## config.mk

```make
export PLATFORM = sky130hd
export DESIGN_NAME = branch_predict_eval
export DESIGN_NICKNAME = d
export VERILOG_FILES = /design/src/rtl/branch_predict_eval.sv
export SDC_FILE = /design/constraint.sdc
export NUM_CORES = 1
export LEC_CHECK = 0
export CAP_MARGIN = 10
export CORE_AREA = 2 2 163 149
export DETAILED_ROUTE_END_ITERATION = 16
export DIE_AREA = 0 0 165 151
export PLACE_DENSITY = 0.78
export SLEW_MARGIN = 20
export SYNTH_ARGS = -nofsm -noshare
export SYNTH_HDL_FRONTEND = slang
export SYNTH_SLANG_ARGS = --single-unit
```

## constraint.sdc

```tcl
create_clock -name clk -period 4.6 [get_ports clk]
set_input_delay 0.46 -clock clk [delete_from_list [all_inputs] [get_ports clk]]
set_output_delay 0.46 -clock clk [all_outputs]
set_load 0.005 [all_outputs]
```

## src/rtl/branch_predict_eval.sv

```systemverilog
`default_nettype none
// ============================================================================
// Module   : branch_predict_eval
// Brief    : EX-stage branch resolver with bimodal 2-bit predictor table,
//            registered mispredict/redirect and saturating statistics.
// Revision : 1.0
// ============================================================================
module branch_predict_eval #(
    parameter int WordSize   = 32,
    parameter int Entries    = 64,
    parameter int IdxLsb     = 2,
    parameter int CountWidth = 16
) (
    input  logic                  clk,
    input  logic                  rstn,
    input  logic [WordSize-1:0]   pred_pc,
    output logic                  pred_taken,
    input  logic                  res_valid,
    input  logic [WordSize-1:0]   res_pc,
    input  logic                  res_pred_taken,
    input  logic [1:0]            branch_cond,
    input  logic [WordSize-1:0]   alu_out,
    input  logic [WordSize-1:0]   target,
    input  logic                  flush,
    output logic                  act_taken,
    output logic                  mispredict,
    output logic [WordSize-1:0]   redirect_pc,
    output logic [CountWidth-1:0] branch_count,
    output logic [CountWidth-1:0] mispred_count
);
    localparam int         IdxW     = (Entries > 1) ? $clog2(Entries) : 1;
    localparam logic [1:0] CondNe   = 2'd0;
    localparam logic [1:0] CondAlu  = 2'd1;
    localparam logic [1:0] CondNalu = 2'd2;

    logic [1:0]            tbl_q [Entries];
    logic [IdxW-1:0]       pred_idx;
    logic [IdxW-1:0]       res_idx;
    logic                  dir_d;
    logic                  res_go;
    logic                  train;
    logic                  mis_d;
    logic [1:0]            ctr_cur;
    logic [1:0]            ctr_d;
    logic [WordSize-1:0]   redir_d;
    logic                  act_q;
    logic                  mis_q;
    logic [WordSize-1:0]   redir_q;
    logic [CountWidth-1:0] bc_q;
    logic [CountWidth-1:0] mc_q;

    assign pred_idx   = pred_pc[IdxLsb +: IdxW];
    assign res_idx    = res_pc[IdxLsb +: IdxW];
    // Table read is the registered state, so a same-cycle write is not seen.
    assign pred_taken = tbl_q[pred_idx][1];

    always_comb begin
        dir_d = 1'b1;
        case (branch_cond)
            CondNe:   dir_d = 1'b0;
            CondAlu:  dir_d = |alu_out;
            CondNalu: dir_d = ~|alu_out;
            default:  dir_d = 1'b1;
        endcase
    end

    assign res_go  = res_valid & ~flush;
    assign train   = res_go & ((branch_cond == CondAlu) | (branch_cond == CondNalu));
    assign mis_d   = res_go & (dir_d != res_pred_taken);
    assign redir_d = dir_d ? target : (res_pc + WordSize'(4));
    assign ctr_cur = tbl_q[res_idx];

    always_comb begin
        ctr_d = ctr_cur;
        if (dir_d && ctr_cur != 2'b11) begin
            ctr_d = ctr_cur + 2'b01;
        end else if (!dir_d && ctr_cur != 2'b00) begin
            ctr_d = ctr_cur - 2'b01;
        end
    end

    always_ff @(posedge clk or negedge rstn) begin
        if (!rstn) begin
            for (int i = 0; i < Entries; i++) begin
                tbl_q[i] <= 2'b01;
            end
        end else if (train) begin
            tbl_q[res_idx] <= ctr_d;
        end
    end

    always_ff @(posedge clk or negedge rstn) begin
        if (!rstn) begin
            act_q   <= 1'b0;
            mis_q   <= 1'b0;
            redir_q <= '0;
            bc_q    <= '0;
            mc_q    <= '0;
        end else begin
            mis_q <= mis_d;
            if (res_go) begin
                act_q   <= dir_d;
                redir_q <= redir_d;
            end
            if (train && bc_q != {CountWidth{1'b1}}) begin
                bc_q <= bc_q + CountWidth'(1);
            end
            if (mis_d && mc_q != {CountWidth{1'b1}}) begin
                mc_q <= mc_q + CountWidth'(1);
            end
        end
    end

    assign act_taken     = act_q;
    assign mispredict    = mis_q;
    assign redirect_pc   = redir_q;
    assign branch_count  = bc_q;
    assign mispred_count = mc_q;
endmodule
`default_nettype wire

```

==> flow_metrics.env, run 1 <==
export IMPL_leakagePower_nw=5.136
export IMPL_final_cell_mix="nand2_1, clkdlybuf4s50_1, o21ai_0"
export IMPL_numPortBuffers=175
export IMPL_ctsResizeCount=0
export IMPL_die_w_um=165
export IMPL_skew_ns=0.01431
export IMPL_crit_start="pred_pc[2]"
export IMPL_vias=8616
export IMPL_drt_iter0_markers=971
export IMPL_num_io_pins=202
export IMPL_die_area_mm2=0.02492
export IMPL_reg2reg_from="tbl_q[98]$_DFFE_PN1P_"
export IMPL_wl_um=28400
export IMPL_avgSynthCellArea_um2=9.833
export IMPL_clock_latency_ns=0.45
export IMPL_clk_root_buffer_cell="clkbuf_16"
export IMPL_drc_errors=0
export IMPL_layout_commonest_cell="nand2_1"
export IMPL_slowest_delay_ns=0.59
export IMPL_setup_tns_ns=0
export IMPL_ff_latch_area_mm2=0.004935
export IMPL_synth_cell_types=54
export IMPL_cts_buffers=17
export IMPL_via_per_inst=5.613
export IMPL_crit_chain="clkdlybuf4s50_1, buf_4, mux4_2, mux4_2, mux4_2, clkdlybuf4s50_1"
export IMPL_clkTransAtPathRegs_ns=0.08
export IMPL_cp_num_cells=6
export IMPL_core_area_mm2=0.02314
export IMPL_tritoncts="built"
export IMPL_area_growth_pct=27.16
export IMPL_grt_util_met3_pct=5.093
export IMPL_synth_edf_count=0
export IMPL_track_usage_pct=23.03
export IMPL_crit_type="primary input to output port"
export IMPL_syn_cell_area_mm2=0.01026
export IMPL_grt_pass1_vias=8327
export IMPL_cts_sinks=194
export IMPL_tightest_slew_ns=1.054
export IMPL_worst_setup_path_start_kind="primary input"
export IMPL_nets=1359
export IMPL_crit_buf_inv=3
export IMPL_clk_path_buf_depth=2
export IMPL_nFillCells=1960
export IMPL_crit_end="pred_taken"
export IMPL_clock_fmax_mhz=258.2
export IMPL_crit_fanout=16
export IMPL_r2r_slack_ns=1.09
export IMPL_crit_path_end_kind="output port"
export IMPL_multiInputGateArea_mm2=0.005036
export IMPL_path_common_cell="mux4_2"
export IMPL_busiest_layer="met2"
export IMPL_critPathSlowestCell="mux4_2"
export IMPL_start_util_pct=44.32
export IMPL_relSlewSlack_pct=29.50
export IMPL_chipHeight_um=151
export IMPL_wl_per_cell_um=18.50
export IMPL_setup_viol=0
export IMPL_layout_min_cycle_time_ns=3.873
export IMPL_overflow=0
export IMPL_yosysSeqAreaShare_pct=48.12
export IMPL_hold_viol=0
export IMPL_async_flop_share_pct=100.0
export IMPL_ant_nets=0
export IMPL_grt_pass1_wl_um=44020
export IMPL_rsz0062_at_grt="false"
export IMPL_power_total_mw=4.195
export IMPL_vdd_drop_max_uv=217.2
export IMPL_final_layout_size_suffix_gt1_share_pct=16.15
export IMPL_cp_arrival_ns=3.41
export IMPL_synth_nets=1183
export IMPL_critPathRequiredTime_ns=4.14
export IMPL_drt_pre_antenna_iters=5
export IMPL_ctsHoldBuffers=0
export IMPL_htreeDepth=4
export IMPL_status="finished clean"
export IMPL_rows=53
export IMPL_r2r_end="tbl_q[77]$_DFFE_PN0P_"
export IMPL_use_met1_pct=29.89
export IMPL_ys_flop_type="dfrtp_1"
export IMPL_dp_hpwl_um=20060
export IMPL_gp_congestion=0.8785
export IMPL_antenna_found_initial=1
export IMPL_slew_violations=0
export IMPL_max_cap_violations=0
export IMPL_period_share_pct=84.19
export IMPL_postSynthCellCount=1043
export IMPL_ys_seq_elements=194
export IMPL_yosys_warnings=0
export IMPL_met2_usage_pct=37.81
export IMPL_critPathTopFamily="multiplexers"
export IMPL_p_per_area_mw_per_mm2=321.7
export IMPL_r2r_cells=11
export IMPL_hp_class="primary input to asynchronous set/reset pin"
export IMPL_postCtsSetupBuffers=0
export IMPL_grt_max_degree=99
==> power by group <==
group          internal [mW]  switching [mW]
clock                  0.729           0.736
combinational          0.402           0.362
sequential              1.86           0.103
total                   2.99            1.20
==> worst register-to-register path: stages, from the launching register on <==
cell       delay, ns
dfstp_2         0.39
mux4_2          0.44
mux2_2          0.30
o2bb2ai_1       0.14
a2111oi_2       0.38
o2111ai_2       0.22
buf_4           0.20
ha_1            0.22
or3_1           0.39
a31oi_4         0.22
buf_12          0.29
o21ai_0         0.19
==> sequential cells by signal, indices dropped and copies added, names as in the netlist <==
signal,cells
tbl_q,128
redirect_pc,32
branch_count,16
mispred_count,16
act_taken,1
mispredict,1
==> per-stage QoR <==
step                      cell area [µm²]  utilization, %  cells  setup slack (ns)  hold slack [ns]
after global routing                13040           56.35   1535            0.6856           0.1526
after detailed placement            12430           53.69   1501            0.3165           0.4516
final                               13040           56.35   1535            0.7273          0.08104
after floorplan                     10260               -   1043            0.9423           0.1644
after global placement              12430           53.69   1501            0.4117           0.4482
after CTS                           13010           56.22   1533            0.7258           0.1188
==> cell usage after synthesis, types with 6 or more instances <==
library cell | number | area (µm²)
o21ai_0 | 154 | 770.7
nand3_1 | 20 | 100.1
dfrtp_1 | 130 | 3253
o21ai_1 | 24 | 120.1
nand2_1 | 282 | 1059
and3_1 | 11 | 68.82
mux4_2 | 45 | 1013
nor3_1 | 9 | 45.04
xor2_1 | 15 | 131.4
nand2b_1 | 6 | 37.54
mux2i_1 | 23 | 230.2
a21oi_1 | 6 | 30.03
nor4_1 | 14 | 87.58
nor2_1 | 39 | 146.4
nand3b_1 | 9 | 67.56
inv_1 | 11 | 41.29
mux2_2 | 11 | 123.9
xnor2_1 | 43 | 376.6
buf_6 | 6 | 67.56
and2_1 | 8 | 50.05
nand4_1 | 20 | 125.1
clkbuf_1 | 27 | 101.4
dfstp_2 | 64 | 1682
buf_2 | 11 | 55.05
==> worst min-delay path by stage <==
stage	startpoint	slack [ns]	cells past startpoint	end
CTS	rstn	0.12	1	redirect_pc[14]$_DFFE_PN0P_
global route	rstn	0.15	1	redirect_pc[14]$_DFFE_PN0P_
floorplan	rstn	0.16	0	act_taken$_DFFE_PN0P_
detailed placement	tbl_q[124]$_DFFE_PN1P_	0.45	2	tbl_q[124]$_DFFE_PN1P_
global placement	tbl_q[38]$_DFFE_PN1P_	0.45	2	tbl_q[38]$_DFFE_PN1P_
finish	rstn	0.08	1	redirect_pc[18]$_DFFE_PN0P_
==> cells by family after synthesis <==
logic type                 share of synthesized area, %
DFF                                               48.12
AOI/OAI and AO/OA                                 11.00
and+or+nand+nor                                   18.65
buffers and inverters                             3.062
adders and majority gates                        0.6100
muxes                                             13.33
xor gates and xnor gates                          5.221
==> cell type report <==
| type | count | share of cell area, % |
|---|---|---|
| multi-input combinational | 785 | 38.62 |
| inverter | 11 | 0.3166 |
| timing repair buffer | 210 | 15.82 |
| antenna | 1 | 0.01919 |
| tap | 302 | 2.897 |
| clock buffer | 17 | 3.262 |
| clock inverter | 15 | 1.228 |
| sequential | 194 | 37.84 |
==> layer usage <==
layer / routed length (µm) / vias to the layer above
met4: 910 / 0
met1: 11510 / 4144
met5: 0 / -
met2: 13260 / 380
met3: 2717 / 69
li1: - / 4023
No activity file was read; power rests on OpenSTA's default activity.
==> run 2, diff against run 1 <==
- PLACE_DENSITY: 0.78 -> 0.81
- clock period: 4.6 -> 3.52 ns (I/O delays scaled with it)
==> flow_metrics.env, run 2 (synthesized netlist as in run 1, its figures left out) <==
export IMPL_core_area_mm2=0.02314
export IMPL_critPathTopFamily="buffers and inverters"
export IMPL_drt_iter0_markers=825
export IMPL_htreeDepth=4
export IMPL_tightest_slew_ns=0.9661
export IMPL_hp_class="primary input to asynchronous set/reset pin"
export IMPL_antenna_diode_count=0
export IMPL_clk_root_buffer_cell="clkbuf_16"
export IMPL_postCtsSetupBuffers=0
export IMPL_r2r_slack_ns=0.22
export IMPL_path_common_cell="buf_4"
export IMPL_vias=8656
export IMPL_crit_buf_inv=5
export IMPL_reg2reg_from="tbl_q[72]$_DFFE_PN1P_"
export IMPL_crit_path_end_kind="flop"
export IMPL_slew_violations=0
export IMPL_largest_reg_flops=128
export IMPL_r2r_end="tbl_q[81]$_DFFE_PN0P_"
export IMPL_drc_errors=0
export IMPL_rsz0062_at_grt="false"
export IMPL_numPortBuffers=175
export IMPL_finalNonFillerCells=1564
export IMPL_skew_ns=0.01227
export IMPL_place_inst=1531
export IMPL_ant_nets=0
export IMPL_clock_fmax_mhz=297.1
export IMPL_r2r_cells=13
export IMPL_track_usage_pct=24.07
export IMPL_area_growth_pct=30.73
export IMPL_dp_hpwl_um=21080
export IMPL_critPathSlowestCell="clkdlybuf4s50_1"
export IMPL_gp_congestion=0.9099
export IMPL_nets=1389
export IMPL_setup_viol=0
export IMPL_hold_viol=0
export IMPL_power_internal_mw=3.966
export IMPL_status="finished clean"
export IMPL_clk_path_buf_depth=2
export IMPL_die_w_um=165
export IMPL_crit_fanout=39
export IMPL_swShare_pct=29.05
export IMPL_overflow=0
export IMPL_final_layout_size_suffix_gt1_share_pct=18.15
export IMPL_layout_commonest_cell="nand2_1"
export IMPL_via_per_inst=5.535
export IMPL_top_register="tbl_q"
export IMPL_cp_arrival_ns=3.67
export IMPL_comb_power_share_pct=18.7
export IMPL_cts_buffers=17
export IMPL_relSlewSlack_pct=35.59
export IMPL_worst_setup_path_start_kind="primary input"
export IMPL_ctsResizeCount=0
export IMPL_rows=53
export IMPL_wl_um=29210
export IMPL_clockPowerShare_pct=35.2
export IMPL_crit_chain="clkdlybuf4s50_1, buf_4, buf_4, mux4_2, mux2_2, nand2_1, o2111a_1, nand3_1, inv_1, ha_1, or3_1, a31oi_4, buf_12, o21ai_0"
export IMPL_power_frac_seq_pct=46.1
export IMPL_chipHeight_um=151
export IMPL_grt_max_degree=118
export IMPL_tritoncts="built"
export IMPL_drt_pre_antenna_iters=5
export IMPL_antenna_found_initial=1
export IMPL_period_share_pct=95.61
export IMPL_cts_sinks=194
export IMPL_die_area_mm2=0.02492
export IMPL_num_io_pins=202
export IMPL_vdd_drop_max_uv=384.0
export IMPL_max_cap_violations=0
export IMPL_wl_per_cell_um=18.68
export IMPL_power_total_mw=5.590
export IMPL_clkTransAtPathRegs_ns=0.07
export IMPL_crit_type="primary input to flop"
export IMPL_start_util_pct=44.32
export IMPL_leakagePower_nw=5.352
export IMPL_grt_pass1_wl_um=46040
export IMPL_fin_ws_ns=0.1545
export IMPL_p_per_area_mw_per_mm2=416.9
export IMPL_dp_slack_ns=-0.3318
export IMPL_ctsHoldBuffers=0
export IMPL_final_cell_mix="nand2_1, clkdlybuf4s50_1, o21ai_0"
export IMPL_grt_pass1_vias=8579
export IMPL_nFillCells=1897
export IMPL_clock_latency_ns=0.44
export IMPL_critPathRequiredTime_ns=3.82
export IMPL_p_sw_mw=1.624
export IMPL_slowest_delay_ns=0.55
export IMPL_layout_min_cycle_time_ns=3.365
==> run 2: stage by stage <==
step	instance area (µm²)	utilization [%]	TNS (ns)	hold slack, ns
after floorplan	10260	-	-0.8854	0.05641
after global placement	12750	55.08	-17.66	0.4495
after detailed placement	12750	55.08	-28.81	0.4545
after CTS	13350	57.70	0	0.09671
after global routing	13410	57.93	0	0.1281
final	13410	57.93	0	0.02745
==> run 2: worst register-to-register path, delay by kind of cell (launching register included) <==
kind / cells / cell delay, ns
flops: 1 / 0.55
compound gates: 5 / 1.04
fa+ha+maj: 1 / 0.32
mux: 2 / 0.75
simple gates: 2 / 0.09
buf+inv: 3 / 0.41
==> run 2: how the worst max path moves through the flow <==
stage,startpoint,depth (start not counted),to
2_1_floorplan,res_pc[2],13,tbl_q[101]$_DFFE_PN0P_
3_3_place_gp,res_pc[2],13,tbl_q[33]$_DFFE_PN0P_
3_5_place_dp,res_pc[2],13,tbl_q[33]$_DFFE_PN0P_
4_1_cts,pred_pc[2],6,pred_taken
5_1_grt,res_pc[4],15,tbl_q[61]$_DFFE_PN0P_
6_report,res_pc[4],14,tbl_q[81]$_DFFE_PN0P_
==> run 2: cell type report <==
| class | count | area, µm² | share of cell area, % |
|---|---|---|---|
| clock buffer | 17 | 425.4 | 3.173 |
| clock inverter | 15 | 180.2 | 1.344 |
| inverter | 11 | 41.29 | 0.3079 |
| multi-input combinational | 785 | 5051 | 37.67 |
| sequential | 194 | 4935 | 36.80 |
| tap | 302 | 377.9 | 2.818 |
| timing repair buffer | 240 | 2397 | 17.88 |
==> run 2: metal layers <==
layer | part of all wire [%] | global-route usage [%]
met5 | 0.044 | 0
met3 | 10 | 7.256
met4 | 2.3 | 6.696
met1 | 41 | 31.63
met2 | 46 | 38.85
==> run 2: power groups by stage <==
stage / clock, mW / sequential, mW / combinational [mW]
6_report: 1.97 / 2.58 / 1.05
5_1_grt: 2.11 / 2.60 / 1.14
4_1_cts: 2.00 / 2.57 / 1.04
3_5_place_dp: 0 / 2.61 / 1.04
3_3_place_gp: 0 / 2.60 / 1.01
2_1_floorplan: 0 / 2.59 / 0.452
==> run 3, diff against run 2 <==
- CORE_AREA: 2 2 163 149 -> 2 2 147 164
- DIE_AREA: 0 0 165 151 -> 0 0 149 166
==> flow_metrics.env, run 3 (synthesized netlist as in run 1, its figures left out) <==
export IMPL_top_register="tbl_q"
export IMPL_wl_per_cell_um=19.07
export IMPL_cts_buffers=17
export IMPL_drt_pre_antenna_iters=5
export IMPL_clock_latency_ns=0.44
export IMPL_period_share_pct=98.56
export IMPL_hold_viol=17
export IMPL_r2r_slack_ns=0.05
export IMPL_reg2reg_from="tbl_q[96]$_DFFE_PN1P_"
export IMPL_vdd_drop_max_uv=358.4
export IMPL_setup_tns_ns=0
export IMPL_tritoncts="built"
export IMPL_r2r_cells=11
export IMPL_multiInputGateArea_mm2=0.005031
export IMPL_status="complete, but fails checks"
export IMPL_final_layout_size_suffix_gt1_share_pct=18.70
export IMPL_area_growth_pct=30.74
export IMPL_leakagePower_nw=5.369
export IMPL_setup_viol=0
export IMPL_num_io_pins=202
export IMPL_clk_path_buf_depth=2
export IMPL_start_util_pct=44.25
export IMPL_worst_setup_path_start_kind="flop"
export IMPL_utilization_pct=57.85
export IMPL_slew_violations=0
export IMPL_clkTransAtPathRegs_ns=0.08
export IMPL_rows=59
export IMPL_drc_errors=0
export IMPL_layout_commonest_cell="nand2_1"
export IMPL_die_area_mm2=0.02473
export IMPL_hp_class="primary input to asynchronous set/reset pin"
export IMPL_track_usage_pct=24.04
export IMPL_gp_congestion=0.9154
export IMPL_tightest_slew_ns=0.9387
export IMPL_postCtsSetupBuffers=0
export IMPL_clk_root_buffer_cell="clkbuf_16"
export IMPL_ant_nets=0
export IMPL_final_cell_mix="nand2_1, clkdlybuf4s50_1, o21ai_0"
export IMPL_vias=8961
export IMPL_clock_fmax_mhz=288.2
export IMPL_relSlewSlack_pct=36.84
export IMPL_skew_ns=0.01304
export IMPL_core_area_mm2=0.02318
export IMPL_dp_hpwl_um=21380
export IMPL_nFillCells=1913
export IMPL_whs_ns=-0.02964
export IMPL_nets=1400
export IMPL_htreeDepth=4
export IMPL_ff_latch_area_mm2=0.004935
export IMPL_drt_iter0_markers=674
export IMPL_die_w_um=149
export IMPL_cts_sinks=194
export IMPL_r2r_end="tbl_q[23]$_DFFE_PN0P_"
export IMPL_grt_pass1_wl_um=46490
export IMPL_largest_reg_flops=128
export IMPL_antenna_found_initial=0
export IMPL_crit_path_end_kind="flop"
export IMPL_max_cap_violations=0
export IMPL_via_per_inst=5.675
export IMPL_critPathRequiredTime_ns=3.82
export IMPL_overflow=0
export IMPL_wl_um=30110
export IMPL_crit_fanout=20
export IMPL_chipHeight_um=166
export IMPL_p_per_area_mw_per_mm2=409.0
export IMPL_power_total_mw=5.484
export IMPL_cp_arrival_ns=3.77
export IMPL_grt_max_degree=98
export IMPL_violations="hold timing"
export IMPL_crit_type="flop to flop"
export IMPL_grt_pass1_vias=8937
export IMPL_numPortBuffers=175
export IMPL_layout_min_cycle_time_ns=3.469
## run 3: cell type report
type | instances | share of cell area (%)
inverter | 11 | 0.3079
clock buffer | 18 | 3.201
multi-input combinational | 785 | 37.52
tap | 305 | 2.846
timing repair buffer | 251 | 18.39
clock inverter | 14 | 0.9144
sequential | 194 | 36.80
antenna | 1 | 0.01866
## run 3: how the worst max path moves through the flow
stage	slack, ns	cells past startpoint	to	start
2_1_floorplan	-0.02	13	tbl_q[101]$_DFFE_PN0P_	res_pc[2]
3_3_place_gp	-0.21	13	tbl_q[103]$_DFFE_PN0P_	res_pc[4]
3_5_place_dp	-0.28	13	tbl_q[7]$_DFFE_PN0P_	res_pc[4]
4_1_cts	0.02	6	pred_taken	pred_pc[2]
5_1_grt	-0.05	11	tbl_q[23]$_DFFE_PN0P_	tbl_q[96]$_DFFE_PN1P_
6_report	0.05	11	tbl_q[23]$_DFFE_PN0P_	tbl_q[96]$_DFFE_PN1P_
## run 3: report_power, final
group | total [mW] | leakage [nW] | switching (mW) | internal (mW)
Clock | 1.86 | 0.269 | 0.933 | 0.931
Combinational | 1.05 | 2.70 | 0.488 | 0.562
Sequential | 2.57 | 2.40 | 0.135 | 2.44
## run 3: routing by layer
metal | up-vias | GRT usage (%) | wire, µm
li1 | 4100 | - | -
met1 | 4289 | 28.93 | 11170
met2 | 477 | 40.33 | 14660
met3 | 95 | 6.319 | 2820
met4 | 0 | 10.97 | 1450
met5 | - | 0 | 0
## run 3: repair_timing
action,CTS,global route
hold endpoints to repair,0,0
hold buffers,0,0
gates resized for setup,0,1
setup endpoints to repair,0,9
## run 3: worst max-delay path, cell delays in order (launching register included)
cell	delay, ns
dfstp_2	0.37
mux4_2	0.48
mux2_2	0.29
o2bb2ai_1	0.14
a2111oi_2	0.36
o2111ai_2	0.20
inv_1	0.10
ha_1	0.26
or3_1	0.42
a31oi_4	0.31
clkbuf_16	0.26
o21ai_0	0.13
## run 3: metrics by stage
| step | hold slack, ns | cells | area (µm²) | setup WS (ns) |
|---|---|---|---|---|
| 2_1_floorplan | 0.05641 | 1043 | 10260 | -0.01771 |
| 3_3_place_gp | 0.4494 | 1544 | 12800 | -0.2117 |
| 3_5_place_dp | 0.4606 | 1544 | 12800 | -0.2811 |
| 4_1_cts | 0.01256 | 1576 | 13350 | 0.01748 |
| 5_1_grt | 0.02291 | 1578 | 13410 | -0.05318 |
| 6_report | -0.02964 | 1579 | 13410 | 0.05070 |
